## src/rtl/bf16_pkg.sv

```systemverilog
// Shared types and constants for the bfloat16 adder scheduler.
// Imported by the interface, the arbiter users and the top.
package bf16_pkg;

  localparam int BF16_W = 16;

  localparam logic [BF16_W-1:0] BF16_ERR = 16'hFFFF;

  typedef enum logic [1:0] {
    IDLE,
    ISSUE,
    WAIT,
    RESP
  } sched_state_t;

endpackage

```

## src/rtl/bf16_add_sched_if.sv

```systemverilog
// Request, response and adder-side signals of the shared adder scheduler.
// master is the scheduler side, slave is the environment side.
interface bf16_add_sched_if
  import bf16_pkg::*;
#(
  parameter int NREQ = 4
) ();

  localparam int IDW = $clog2(NREQ);

  logic [NREQ-1:0]        req_valid;
  logic [NREQ-1:0]        req_ready;
  logic [BF16_W*NREQ-1:0] req_a;
  logic [BF16_W*NREQ-1:0] req_b;

  logic                   rsp_valid;
  logic                   rsp_ready;
  logic [IDW-1:0]         rsp_id;
  logic [BF16_W-1:0]      rsp_sum;
  logic                   rsp_err;

  logic [BF16_W-1:0]      add_a;
  logic [BF16_W-1:0]      add_b;
  logic                   add_go;
  logic                   add_done;
  logic [BF16_W-1:0]      add_out;

  modport master (
    input  req_valid,
    input  req_a,
    input  req_b,
    output req_ready,
    output rsp_valid,
    input  rsp_ready,
    output rsp_id,
    output rsp_sum,
    output rsp_err,
    output add_a,
    output add_b,
    output add_go,
    input  add_done,
    input  add_out
  );

  modport slave (
    output req_valid,
    output req_a,
    output req_b,
    input  req_ready,
    input  rsp_valid,
    output rsp_ready,
    input  rsp_id,
    input  rsp_sum,
    input  rsp_err,
    input  add_a,
    input  add_b,
    input  add_go,
    output add_done,
    output add_out
  );

endinterface

```

## src/rtl/bf16_add_sched_arb.sv

```systemverilog
// Combinational round-robin arbiter: first requester at or above ptr,
// wrapping modulo NREQ. Shared with other resource schedulers.
module rr_arbiter #(
  parameter  int NREQ = 4,
  localparam int IDW  = $clog2(NREQ)
) (
  input  logic [NREQ-1:0] req,
  input  logic [IDW-1:0]  ptr,
  output logic [NREQ-1:0] gnt,
  output logic [IDW-1:0]  gnt_id
);

  logic [IDW:0]   sum;
  logic [IDW-1:0] idx;
  logic           hit;

  always_comb begin
    gnt    = '0;
    gnt_id = '0;
    hit    = 1'b0;
    sum    = '0;
    idx    = '0;
    for (int k = 0; k < NREQ; k++) begin
      sum = {1'b0, ptr} + (IDW+1)'(k);
      if (sum >= (IDW+1)'(NREQ)) begin
        sum = sum - (IDW+1)'(NREQ);
      end
      idx = sum[IDW-1:0];
      if (!hit && req[idx]) begin
        hit      = 1'b1;
        gnt[idx] = 1'b1;
        gnt_id   = idx;
      end
    end
  end

endmodule

```

## src/rtl/bf16_add_sched.sv

```systemverilog
// Shares one multi-cycle bfloat16 adder among NREQ requesters:
// round-robin accept, start pulse, wait for done or timeout, tagged reply.
module bf16_add_sched
  import bf16_pkg::*;
#(
  parameter int NREQ    = 4,
  parameter int TIMEOUT = 32
) (
  input logic              clk,
  input logic              reset,
  bf16_add_sched_if.master bus
);

  localparam int IDW = $clog2(NREQ);
  localparam int CW  = $clog2(TIMEOUT);

  localparam logic [CW-1:0]  TMAX = CW'(TIMEOUT - 1);
  localparam logic [IDW-1:0] LAST = IDW'(NREQ - 1);

  sched_state_t      state_q;
  logic [IDW-1:0]    ptr_q;
  logic [IDW-1:0]    ptr_d;
  logic [IDW-1:0]    id_q;
  logic [BF16_W-1:0] a_q;
  logic [BF16_W-1:0] b_q;
  logic [BF16_W-1:0] sum_q;
  logic              err_q;
  logic              go_q;
  logic              vld_q;
  logic [CW-1:0]     cnt_q;

  logic [NREQ-1:0]   gnt;
  logic [IDW-1:0]    gnt_id;
  logic [BF16_W-1:0] op_a;
  logic [BF16_W-1:0] op_b;
  logic              xfer;

  rr_arbiter #(
    .NREQ(NREQ)
  ) u_arb (
    .req   (bus.req_valid),
    .ptr   (ptr_q),
    .gnt   (gnt),
    .gnt_id(gnt_id)
  );

  // Grant only offered in IDLE and never while reset is held.
  assign bus.req_ready = (state_q == IDLE && reset) ? gnt : '0;
  assign xfer = |(bus.req_valid & bus.req_ready);

  assign ptr_d = (gnt_id == LAST) ? '0 : gnt_id + 1'b1;

  always_comb begin
    op_a = '0;
    op_b = '0;
    for (int i = 0; i < NREQ; i++) begin
      if (gnt[i]) begin
        op_a = bus.req_a[BF16_W*i +: BF16_W];
        op_b = bus.req_b[BF16_W*i +: BF16_W];
      end
    end
  end

  always_ff @(posedge clk or negedge reset) begin
    if (!reset) begin
      state_q <= IDLE;
      ptr_q   <= '0;
      id_q    <= '0;
      a_q     <= '0;
      b_q     <= '0;
      sum_q   <= '0;
      err_q   <= 1'b0;
      go_q    <= 1'b0;
      vld_q   <= 1'b0;
      cnt_q   <= '0;
    end else begin
      unique case (state_q)
        IDLE: begin
          if (xfer) begin
            a_q     <= op_a;
            b_q     <= op_b;
            id_q    <= gnt_id;
            ptr_q   <= ptr_d;
            go_q    <= 1'b1;
            state_q <= ISSUE;
          end
        end
        ISSUE: begin
          go_q    <= 1'b0;
          cnt_q   <= '0;
          state_q <= WAIT;
        end
        WAIT: begin
          if (cnt_q != TMAX) begin
            cnt_q <= cnt_q + 1'b1;
          end
          // A done in the timeout cycle still delivers the real sum.
          if (bus.add_done) begin
            sum_q   <= bus.add_out;
            err_q   <= 1'b0;
            vld_q   <= 1'b1;
            state_q <= RESP;
          end else if (cnt_q == TMAX) begin
            sum_q   <= BF16_ERR;
            err_q   <= 1'b1;
            vld_q   <= 1'b1;
            state_q <= RESP;
          end
        end
        RESP: begin
          if (bus.rsp_ready) begin
            vld_q   <= 1'b0;
            state_q <= IDLE;
          end
        end
      endcase
    end
  end

  assign bus.add_go    = go_q;
  assign bus.add_a     = a_q;
  assign bus.add_b     = b_q;
  assign bus.rsp_valid = vld_q;
  assign bus.rsp_id    = id_q;
  assign bus.rsp_sum   = sum_q;
  assign bus.rsp_err   = err_q;

endmodule
```

## src/flat_wrapper.sv

```systemverilog
// flat-port wrapper written by rule: the top's interface ports become plain ports
module bf16_add_sched_flat import bf16_pkg::*;
#(
  parameter int NREQ    = 4,
  parameter int TIMEOUT = 32
)
  (clk, reset, bus_req_valid, bus_req_a, bus_req_b, bus_req_ready, bus_rsp_valid, bus_rsp_ready, bus_rsp_id, bus_rsp_sum, bus_rsp_err, bus_add_a, bus_add_b, bus_add_go, bus_add_done, bus_add_out);
  bf16_add_sched_if #(.NREQ(NREQ)) bus_i ();
  input logic clk;
  input logic reset;
  input wire logic [$bits(bus_i.req_valid)-1:0] bus_req_valid;
  input wire logic [$bits(bus_i.req_a)-1:0] bus_req_a;
  input wire logic [$bits(bus_i.req_b)-1:0] bus_req_b;
  output wire logic [$bits(bus_i.req_ready)-1:0] bus_req_ready;
  output wire logic [$bits(bus_i.rsp_valid)-1:0] bus_rsp_valid;
  input wire logic [$bits(bus_i.rsp_ready)-1:0] bus_rsp_ready;
  output wire logic [$bits(bus_i.rsp_id)-1:0] bus_rsp_id;
  output wire logic [$bits(bus_i.rsp_sum)-1:0] bus_rsp_sum;
  output wire logic [$bits(bus_i.rsp_err)-1:0] bus_rsp_err;
  output wire logic [$bits(bus_i.add_a)-1:0] bus_add_a;
  output wire logic [$bits(bus_i.add_b)-1:0] bus_add_b;
  output wire logic [$bits(bus_i.add_go)-1:0] bus_add_go;
  input wire logic [$bits(bus_i.add_done)-1:0] bus_add_done;
  input wire logic [$bits(bus_i.add_out)-1:0] bus_add_out;
  assign bus_i.req_valid = bus_req_valid;
  assign bus_i.req_a = bus_req_a;
  assign bus_i.req_b = bus_req_b;
  assign bus_req_ready = bus_i.req_ready;
  assign bus_rsp_valid = bus_i.rsp_valid;
  assign bus_i.rsp_ready = bus_rsp_ready;
  assign bus_rsp_id = bus_i.rsp_id;
  assign bus_rsp_sum = bus_i.rsp_sum;
  assign bus_rsp_err = bus_i.rsp_err;
  assign bus_add_a = bus_i.add_a;
  assign bus_add_b = bus_i.add_b;
  assign bus_add_go = bus_i.add_go;
  assign bus_i.add_done = bus_add_done;
  assign bus_i.add_out = bus_add_out;
  bf16_add_sched #(.NREQ(NREQ), .TIMEOUT(TIMEOUT)) u_core (.clk(clk), .reset(reset), .bus(bus_i));
endmodule
```

## config.mk

```make
export PLATFORM = sky130hd
export DESIGN_NAME = bf16_add_sched_flat
export DESIGN_NICKNAME = d
export VERILOG_FILES = /design/src/rtl/bf16_pkg.sv /design/src/rtl/bf16_add_sched_if.sv /design/src/rtl/bf16_add_sched_arb.sv /design/src/rtl/bf16_add_sched.sv /design/src/flat_wrapper.sv
export SDC_FILE = /design/constraint.sdc
export NUM_CORES = 1
export LEC_CHECK = 0
export ABC_CLOCK_PERIOD_IN_PS = 4970
export BUFFER_PORTS_ARGS = -buffer_cell sky130_fd_sc_hd__buf_2
export CELL_PAD_IN_SITES_DETAIL_PLACEMENT = 1
export CELL_PAD_IN_SITES_GLOBAL_PLACEMENT = 1
export CORE_MARGIN = 8
export CORE_UTILIZATION = 26
export DETAILED_ROUTE_END_ITERATION = 6
export PLACE_DENSITY = 0.65
export SETUP_SLACK_MARGIN = 0.2
export SLEW_MARGIN = 25
export SYNTH_ARGS = -nofsm -noshare
export SYNTH_HDL_FRONTEND = slang
export SYNTH_HIERARCHICAL = 1
export SYNTH_SLANG_ARGS = --single-unit
```

## constraint.sdc

```tcl
create_clock -name clk -period 4.97 [get_ports clk]
set_clock_uncertainty 0.15 [all_clocks]
set_input_delay 0.994 -clock clk [delete_from_list [all_inputs] [get_ports clk]]
set_output_delay 0.994 -clock clk [all_outputs]
set_load 0.02 [all_outputs]
```

After elaboration in Yosys (flattened, before gate mapping):

Index checks and enable logic that the tools add are counted.

* register bits after elaboration: 62
* bits in latches: 0
* RAM bits: 0
* bits in read-only memories: 0
* bits of input ports: 152
* output and inout port bits: 57
* word-level logic and storage cells: 125
* memories kept: 0

* add/sub/neg operators: 9
* multiply operators: 0
* div/mod/pow operators: 0
* magnitude comparators: 12
* equal/unequal tests: 10
* shifts and indexed selects: 0
* multiplexer cells: 57
* bitwise logic cells: 4
* reduce and logical (&&, ||, !) cells: 23

Operators by type and width (number)
* $mux 16: 10
* $mux 2: 13
* $mux 4: 5
* $mux 1: 16
* $lt 2x3->1 const B: 4
* $or 4x4->4: 3
* $pmux 5 s2: 1
* $ge 3x3->1 const B: 3
* $bmux 1 s2: 4
* $demux 1 s2: 4
* $ge 2x1->1 const B: 4
* $logic_and 1x1->1: 8
* $pmux 2 s4: 1
* $reduce_and 2->1: 4
* $reduce_bool 2->1: 4
* $sub 2x1->2 const B: 4
* $add 2x2->3 const B: 2
* $eq 2x2->1 const B: 3
* $reduce_and 3->1: 2
* $add 5x1->5 const B: 1
* $eq 5x5->1 const B: 1
* $mux 5: 1
* $ne 5x5->1 const B: 1
* $and 4x4->4: 1
* other kinds (11): 15

Depth between registers and ports, before layout:

Gate-level depths: netlist (run 1).

* depth after elaboration: 19
* depth in mapped cells: 15
* depth with buffers taken out: 10

Hierarchy:

Netlist (run 1), hierarchy kept.

Modules (own cells, without submodules)
* bf16_add_sched: times used 1, cells an instance 397, area each 3553.4 µm², sequential area each 1551.5 µm²
* rr_arbiter: times used 1, cells an instance 65, area each 489.2 µm², sequential area each 0.0 µm²

Worst setup path before layout (run 1):

Ideal clock, no wire load.

* kind: in2out
* start: input bus_req_valid[0]
* end: output bus_req_ready[3]
* data arrival time: 3.079 ns
* required time: 3.826 ns
* path slack: 0.747 ns
* cell stages on the path: 8
* buffers on the path: 3
* cell sequence: clkbuf_2 > mux4_2 > or2_4 > nor2b_4 > a221o_2 > clkbuf_1 > clkbuf_1 > and3_1

* longest elaborated chain between the ends: 13
* elaborated cells between the ends (all ways): 25
* those cells by class: 16 x mux; 3 x bitwise; 6 x reduce/logical

RTL lines
* start: declaration: line flat_wrapper.sv:11 `input wire logic [$bits(bus_i.req_valid)-1:0] bus_req_valid;`
* $bmux 1 s2: line bf16_add_sched_arb.sv:29 `if (!hit && req[idx]) begin`
* $mux 1 (implied by the code): line bf16_add_sched_arb.sv:29
* $mux 1: line bf16_add_sched_arb.sv:29
* $logic_not 1->1: line bf16_add_sched_arb.sv:29
* $logic_and 1x1->1: line bf16_add_sched_arb.sv:29
* $mux 1: line bf16_add_sched_arb.sv:29
* $logic_not 1->1: line bf16_add_sched_arb.sv:29
* $logic_and 1x1->1: line bf16_add_sched_arb.sv:29
* $mux 1: line bf16_add_sched_arb.sv:29
* $logic_not 1->1: line bf16_add_sched_arb.sv:29
* $logic_and 1x1->1: line bf16_add_sched_arb.sv:29
* $mux 4 *: line bf16_add_sched_arb.sv:29
* via u_core.gnt[3]: line bf16_add_sched.sv:32 `logic [NREQ-1:0] gnt;`
* $mux 4 *: line bf16_add_sched.sv:48 `assign bus.req_ready = (state_q == IDLE && reset) ? gnt : '0;`
* end: declaration: line flat_wrapper.sv:14 `output wire logic [$bits(bus_i.req_ready)-1:0] bus_req_ready;`

The timed path passes the listed nets; every way through them passes the cells marked *. The select of a mux whose other input is x is not followed.

Worst setup path in the final report (run 1):

* start: register u_core.ptr_q[0]
* end: output bus_req_ready[0]

* longest elaborated chain between the ends: 15
* elaborated cells between the ends (all ways): 60
* those cells by class: 7 x add/sub; 12 x order compare; 28 x mux; 3 x bitwise; 10 x reduce/logical

RTL lines
* start: declaration: line bf16_add_sched.sv:21 `logic [IDW-1:0] ptr_q;`
* start signal: assignment: line bf16_add_sched.sv:83 `ptr_q <= ptr_d;`
* branches (longest 13 deep; another with $add 2x1->3)
* $mux 4 *: line bf16_add_sched_arb.sv:29
* via u_core.gnt[0]: line bf16_add_sched.sv:32
* $mux 4 *: line bf16_add_sched.sv:48

Mark *: on every way through the listed nets, which the timed path passes. The select of a mux whose other input is x is not followed.

==> results.txt, run 1 <==
fin area: 5480 um^2
Hold Fails Final Rpt: 0
fin cells: 844
Netlist cell types: 44
DIE WIDTH: 141 um
final net count: 814
setup bufs post-CTS: 0
largest net degree at the start of global routing: 49
clock buffer depth: 2
Crit Path Max Fanout: 19
Placer Congestion: 0.882
Port Buffers: 208
clock buffer count from CTS: 9
Antenna Nets Post-Route: 0
Post-synth EDFFs: 0
clock sink count: 62
hold_buf cts: 0
core area: 15200 um^2
Synth Net Count: 627
Final Slew Violations: 0
first-pass GRT wire length: 24.7 mm
WP data required: 3.83 ns
dpl hpwl: 12.4 mm
Clock transition at path regs: 0.06 ns
dpl cells: 826
vias in the first global route: 4382
cell internal pwr: 0.00220 W
Die Ht: 141 um
Leakage Power: 2.78 nW
# IOs: 209
Worst VDD drop: 0.301 mV
slowest CP cell: dfrtp_1
GRT overflow: 0
Final setup viols: 0
final WL: 15.6 mm
Via-to-Cell Ratio: 4.96
switching portion of total power: 0.472
Post-Synthesis Cell Area: 4040 um^2
Hold Crit Start: u_core/bus.rsp_sum[12]$_DFFE_PN0P_
global-route usage over all layers: 0.155
Detailed Route Iter0 Violations: 205
Initial Util: 0.266
WS Path Type: flip-flop to primary output
fin util: 0.361
DR WL/cell: 18.4 um
final worst hold slack: 0.331 ns
Net Sw Power: 0.00196 W
CTS tree: done
Worst path max stage delay: 0.74 ns
Mapped Cells: 462
share of cells above drive strength 1: 0.390
post-CTS sizing: 0
status: finished, final reports clean
sequential power share: 0.225
top achievable clock speed: 235 MHz
max-cap violation count: 0
pwr/cell area: 758 nW/um^2
mean area per synthesized cell: 8.75 um^2
CP endpoint kind: primary output
RSZ-0062 raised after global routing: no
area grow syn2layout: 35.7%
Post-DP Area: 5180 um^2
Worst-Skew Late Latency: 0.32 ns
Yosys top cell by area: dfrtp_1
num rows: 45
Async SR Flop Fraction: 1.00
DRC viols: 0
Ys Warns: 6
Synth area leaders: dfrtp_1 (38%), a21oi_1 (8.4%), a221o_1 (7.4%)
ordered list of cells on the worst path: inv_1 -> ha_1 -> mux4_2 -> or2_4 -> nor2b_4 -> a221o_2 -> and3_1 -> buf_2
Tcrit/Tclk final: 0.855
antenna violations before repair: 1
Setup TNS Final: 0 ns
share of Yosys cell area claimed by the top area cell type: 0.384
Logic pwr share: 0.625
depth of the CTS H-tree: 3
clock power share: 0.150
relative slew slack: 0.561
Worst Max-Slew Pin Slew: 0.653 ns
DRT Pass-1 Iters: 4
crit path time final: 4.25 ns
Via Count: 4186
critical path arrival: 3.11 ns
Die ar.: 19800 um^2
reg2reg start: u_core/ptr_q[0]$_DFFE_PN0P_
Post-synth top flop: dfrtp_1
clock root buffer: clkbuf_16
register bit total from synthesis: 62
Seq/Total Area, Yosys: 0.384
Hold WC Path Type: flip-flop to flip-flop
startpoint types: flip-flop
CP Launch Point: u_core/ptr_q[0]$_DFFE_PN0P_
worst paths after layout:
kind / end / slack [ns] / depth (start not counted)
hold reg to reg: u_core/bus.rsp_sum[12]$_DFFE_PN0P_ / 0.33 / 2
min in group asynchronous: u_core/bus.rsp_sum[4]$_DFFE_PN0P_ / 0.48 / 1
hold / removal: u_core/bus.rsp_sum[12]$_DFFE_PN0P_ / 0.33 / 2
max in group asynchronous: u_core/cnt_q[3]$_DFFE_PN0P_ / 3.19 / 2
setup reg to reg: u_core/bus.add_a[12]$_DFFE_PN0P_ / 0.98 / 11
setup / recovery: bus_req_ready[0] / 0.72 / 8
cells in the final DEF (no fill, tap or decap), types with 2 or more instances in the layout:
cell	count
buf_2	208
buf_4	11
xnor2_1	3
a22o_1	7
nor2b_1	16
clkinv_2	3
mux2_4	2
o21ai_0	28
clkbuf_16	9
nand2b_1	3
diode_2	2
a31oi_1	2
and3b_1	2
ha_1	13
dfrtp_1	62
nor3b_1	2
and3_1	5
mux2_2	5
a221o_2	4
nand2_1	32
nor2_1	40
a22oi_1	32
mux2i_1	3
mux4_2	3
a221o_1	30
o21ai_1	2
a21oi_1	68
inv_1	38
metal layers:
metal	routed length [um]	GRT usage	up-vias
met2	8240	0.277	111
met5	0	0	-
met4	191	0.0509	0
met1	6430	0.187	2028
met3	686	0.0233	10
li1	-	-	2037
worst max-delay path, delay by kind of cell (launching register included):
kind                       cells  cell delay [ns]
AOI/OAI and AO/OA              1             0.21
adders and majority gates      1             0.45
buffers and inverters          2             0.36
DFF                            1             0.74
muxes                          1             0.40
and+or+nand+nor                3             0.61
synthesized netlist by cell type, types with 4 or more instances:
| master | instances |
|---|---|
| a21oi_1 | 68 |
| dfrtp_1 | 62 |
| nor2_1 | 40 |
| inv_1 | 38 |
| a22oi_1 | 32 |
| nand2_1 | 32 |
| a221o_1 | 30 |
| o21ai_0 | 28 |
| clkbuf_1 | 23 |
| nor2b_1 | 17 |
| ha_1 | 13 |
| a22o_1 | 7 |
| buf_6 | 7 |
| buf_2 | 6 |
| and3_1 | 5 |
| mux2_2 | 5 |
| a221o_2 | 4 |
| buf_1 | 4 |
layout make-up:
cell class	instances	area (um^2)
Antenna cell	2	5.00
Clock buffer	10	239
Clock inverter	6	61.3
Fill cell	1855	9720
Inverter	38	143
Multi-Input combinational cell	319	2130
Sequential cell	62	1550
Tap cell	188	235
Timing Repair Buffer	219	1120
cell families after synthesis:
group                    synth area share
AO/OA/AOI/OAI                       0.306
XOR/XNOR                          0.00650
adder cells (fa/ha/maj)            0.0402
buffers and inverters              0.0910
flip-flops                          0.384
multiplexers                       0.0455
AND/OR/NAND/NOR                     0.127
flip-flops by register name, indices dropped and copies added, names as in the netlist:
register / flops
u_core/bus.add_b: 16
u_core/state_q: 2
u_core/bus.rsp_sum: 16
u_core/cnt_q: 5
u_core/bus.rsp_err: 1
u_core/ptr_q: 2
u_core/bus.add_go: 1
u_core/bus.rsp_valid: 1
u_core/bus.rsp_id: 2
u_core/bus.add_a: 16
through the flow:
stage,setup WS (ns),power (W)
floorplan,0.747,0.00280
global placement,1.13,0.00348
detailed placement,0.935,0.00359
CTS,0.705,0.00423
global route,0.463,0.00453
finish,0.718,0.00416
power groups by stage:
| stage | Combinational [W] | Sequential, W | Clock (W) |
|---|---|---|---|
| after floorplan | 0.00163 | 0.00117 | 0 |
| after global placement | 0.00255 | 0.000928 | 0 |
| after detailed placement | 0.00264 | 0.000947 | 0 |
| after CTS | 0.00264 | 0.000940 | 0.000644 |
| after global routing | 0.00289 | 0.000973 | 0.000669 |
| final | 0.00260 | 0.000935 | 0.000623 |
Power figures use the tool's default switching activity.
==> run 2, diff against run 1 <==
- CORE_UTILIZATION: 26 -> 32
- GPL_ROUTABILITY_DRIVEN: unset -> 1
- PLACE_DENSITY: 0.65 -> 0.78
==> results.txt, run 2 (same netlist as run 1, synthesis figures left out) <==
status: finished, final reports clean (unchanged)
Placer Congestion: 0.887 (was 0.882)
dpl hpwl: 12.1 mm (was 12.4 mm)
final WL: 15.5 mm (was 15.6 mm)
CP endpoint kind: primary output (unchanged)
GRT overflow: 0 (unchanged)
most frequent cells in the layout: buf_2 (208), a21oi_1 (68), dfrtp_1 (61) (was buf_2 (208), a21oi_1 (68), dfrtp_1 (62))
crit path time final: 4.39 ns (was 4.25 ns)
WP data required: 3.83 ns (about the same)
share of cells above drive strength 1: 0.389 (was 0.390)
Setup TNS Final: 0 ns (unchanged)
Tcrit/Tclk final: 0.883 (was 0.855)
Antenna Nets Post-Route: 0 (unchanged)
Final Slew Violations: 0 (unchanged)
Initial Util: 0.324 (was 0.266)
clock root buffer: clkbuf_16 (unchanged)
Crit Path Max Fanout: 31 (was 19)
clock buffer depth: 2 (unchanged)
DRT Pass-1 Iters: 6 (was 4)
vias in the first global route: 4533 (was 4382)
Via Count: 4195 (was 4186)
DIE WIDTH: 128 um (was 141 um)
num rows: 41 (was 45)
Hold Fails Final Rpt: 0 (unchanged)
DRC viols: 0 (unchanged)
first-pass GRT wire length: 24.3 mm (was 24.7 mm)
top achievable clock speed: 228 MHz (was 235 MHz)
core area: 12500 um^2 (was 15200 um^2)
WS Path Type: flip-flop to primary output (unchanged)
switching portion of total power: 0.472 (about the same)
pwr/cell area: 760 nW/um^2 (was 758 nW/um^2)
area grow syn2layout: 35.0% (was 35.7%)
Multi-input gate area: 2140 um^2 (was 2130 um^2)
hold path depth: 2 (unchanged)
largest net degree at the start of global routing: 37 (was 49)
Via-to-Cell Ratio: 5.10 (was 4.96)
Final setup viols: 0 (unchanged)
clock buffer count from CTS: 9 (unchanged)
global-route usage over all layers: 0.186 (was 0.155)
Worst R2R Path Depth: 11 (unchanged)
Net Sw Power: 0.00196 W (about the same)
reg2reg start: u_core/ptr_q[1]$_DFFE_PN0P_ (was u_core/ptr_q[0]$_DFFE_PN0P_)
depth of the CTS H-tree: 3 (unchanged)
Die ar.: 16500 um^2 (was 19800 um^2)
startpoint types: flip-flop (unchanged)
worst reg2reg path endpoint: u_core/bus.add_b[2]$_DFFE_PN0P_ (was u_core/bus.add_a[12]$_DFFE_PN0P_)
RSZ-0062 raised after global routing: no (unchanged)
# IOs: 209 (unchanged)
fin area: 5460 um^2 (was 5480 um^2)
n_diodes: 0 (was 2)
relative slew slack: 0.457 (was 0.561)
Hold Crit Start: u_core/bus.rsp_sum[7]$_DFFE_PN0P_ (was u_core/bus.rsp_sum[12]$_DFFE_PN0P_)
Clock transition at path regs: 0.06 ns (about the same)
clock power share: 0.149 (was 0.150)
DR WL/cell: 18.9 um (was 18.4 um)
CTS tree: done (unchanged)
Worst path max stage delay: 0.62 ns (was 0.74 ns)
Leakage Power: 2.77 nW (was 2.78 nW)
ordered list of cells on the worst path: inv_1 -> ha_1 -> mux4_2 -> or2_4 -> nor2b_4 -> a221o_2 -> buf_4 -> and3_1 -> buf_2 (was inv_1 -> ha_1 -> mux4_2 -> or2_4 -> nor2b_4 -> a221o_2 -> and3_1 -> buf_2)
Worst Max-Slew Pin Slew: 0.815 ns (was 0.653 ns)
Worst VDD drop: 0.264 mV (was 0.301 mV)
Worst-Skew Late Latency: 0.33 ns (was 0.32 ns)
fillers: 1582 (was 1855)
antenna violations before repair: 0 (was 1)
Post-DP Area: 5160 um^2 (was 5180 um^2)
Logic pwr share: 0.627 (was 0.625)
Hold WC Path Type: flip-flop to flip-flop (unchanged)
sequential power share: 0.224 (was 0.225)
Reg area: 1550 um^2 (about the same)
hold path endpoint: u_core/bus.rsp_sum[7]$_DFFE_PN0P_ (was u_core/bus.rsp_sum[12]$_DFFE_PN0P_)
r2r setup slk: 1.12 ns (was 0.98 ns)
most common cell after layout, fill and taps aside: buf_2 (unchanged)
critical path arrival: 3.25 ns (was 3.11 ns)
Port Buffers: 208 (unchanged)
Die Ht: 128 um (was 141 um)
slowest CP cell: dfrtp_1 (unchanged)
clock sink count: 62 (unchanged)
final net count: 812 (was 814)
Detailed Route Iter0 Violations: 261 (was 205)
cell internal pwr: 0.00219 W (was 0.00220 W)
max-cap violation count: 0 (unchanged)
[run 2: changes by cell type in the layout (fill, tap and decap cells not counted), sizes merged]
cell    before  now
buf        219  217
clkbuf      10   11
clkinv       4    2
diode        2    0
[run 2: power groups by stage]
stage / clock, W / combinational (W) / sequential, W
2_1_floorplan: 0 / 0.00163 / 0.00117
3_3_place_gp: 0 / 0.00251 / 0.000922
3_5_place_dp: 0 / 0.00261 / 0.000941
4_1_cts: 0.000638 / 0.00262 / 0.000933
5_1_grt: 0.000660 / 0.00287 / 0.000970
6_report: 0.000620 / 0.00260 / 0.000930
[run 2: layout make-up]
type | instances | share of cell area
multi-input combinational | 319 | 0.391
clock buffer | 11 | 0.0445
tap | 172 | 0.0394
clock inverter | 4 | 0.00871
inverter | 38 | 0.0261
sequential | 62 | 0.284
timing repair buffer | 217 | 0.205
[run 2: timing repair]
| item | CTS | global route |
|---|---|---|
| resized for setup | 0 | 1 |
| hold buffers | 0 | 0 |
| buffers inserted | 0 | 0 |
| setup endpoints to repair | 0 | 2 |
[run 2: how the worst max path moves through the flow]
stage	cells after the start	to	slack, ns	start
floorplan	8	bus_req_ready[3]	0.75	bus_req_valid[0]
global placement	8	bus_req_ready[3]	0.83	bus_req_valid[3]
detailed placement	8	bus_req_ready[3]	0.68	u_core/ptr_q[0]$_DFFE_PN0P_
CTS	8	bus_req_ready[3]	0.33	u_core/ptr_q[0]$_DFFE_PN0P_
global route	8	bus_req_ready[3]	0.35	u_core/ptr_q[1]$_DFFE_PN0P_
finish	9	bus_req_ready[2]	0.58	u_core/ptr_q[1]$_DFFE_PN0P_
[run 2: through the flow]
stage	std cells	worst slack [ns]	hold slack, ns	util	power [W]
CTS	823	0.334	0.332	0.437	0.00419
global placement	808	0.830	0.306	0.414	0.00343
detailed placement	808	0.677	0.319	0.414	0.00355
floorplan	462	0.747	0.338	-	0.00280
finish	823	0.580	0.332	0.438	0.00415
global route	823	0.345	0.356	0.438	0.00450
[run 2: metal layers]
metal | up-vias | GRT usage | share of wire
met5 | - | 0 | 0
met4 | 0 | 0.0692 | 0.022
met3 | 21 | 0.0401 | 0.058
met2 | 114 | 0.331 | 0.52
met1 | 2033 | 0.213 | 0.40
li1 | 2027 | - | -
[run 2: critical path: cells and delay by family (launching register included)]
family,cells,cell delay [ns]
DFF,1,0.62
muxes,1,0.41
AOI/OAI and AO/OA,1,0.19
and+or+nand+nor,3,0.66
adders and majority gates,1,0.43
buffers and inverters,3,0.61
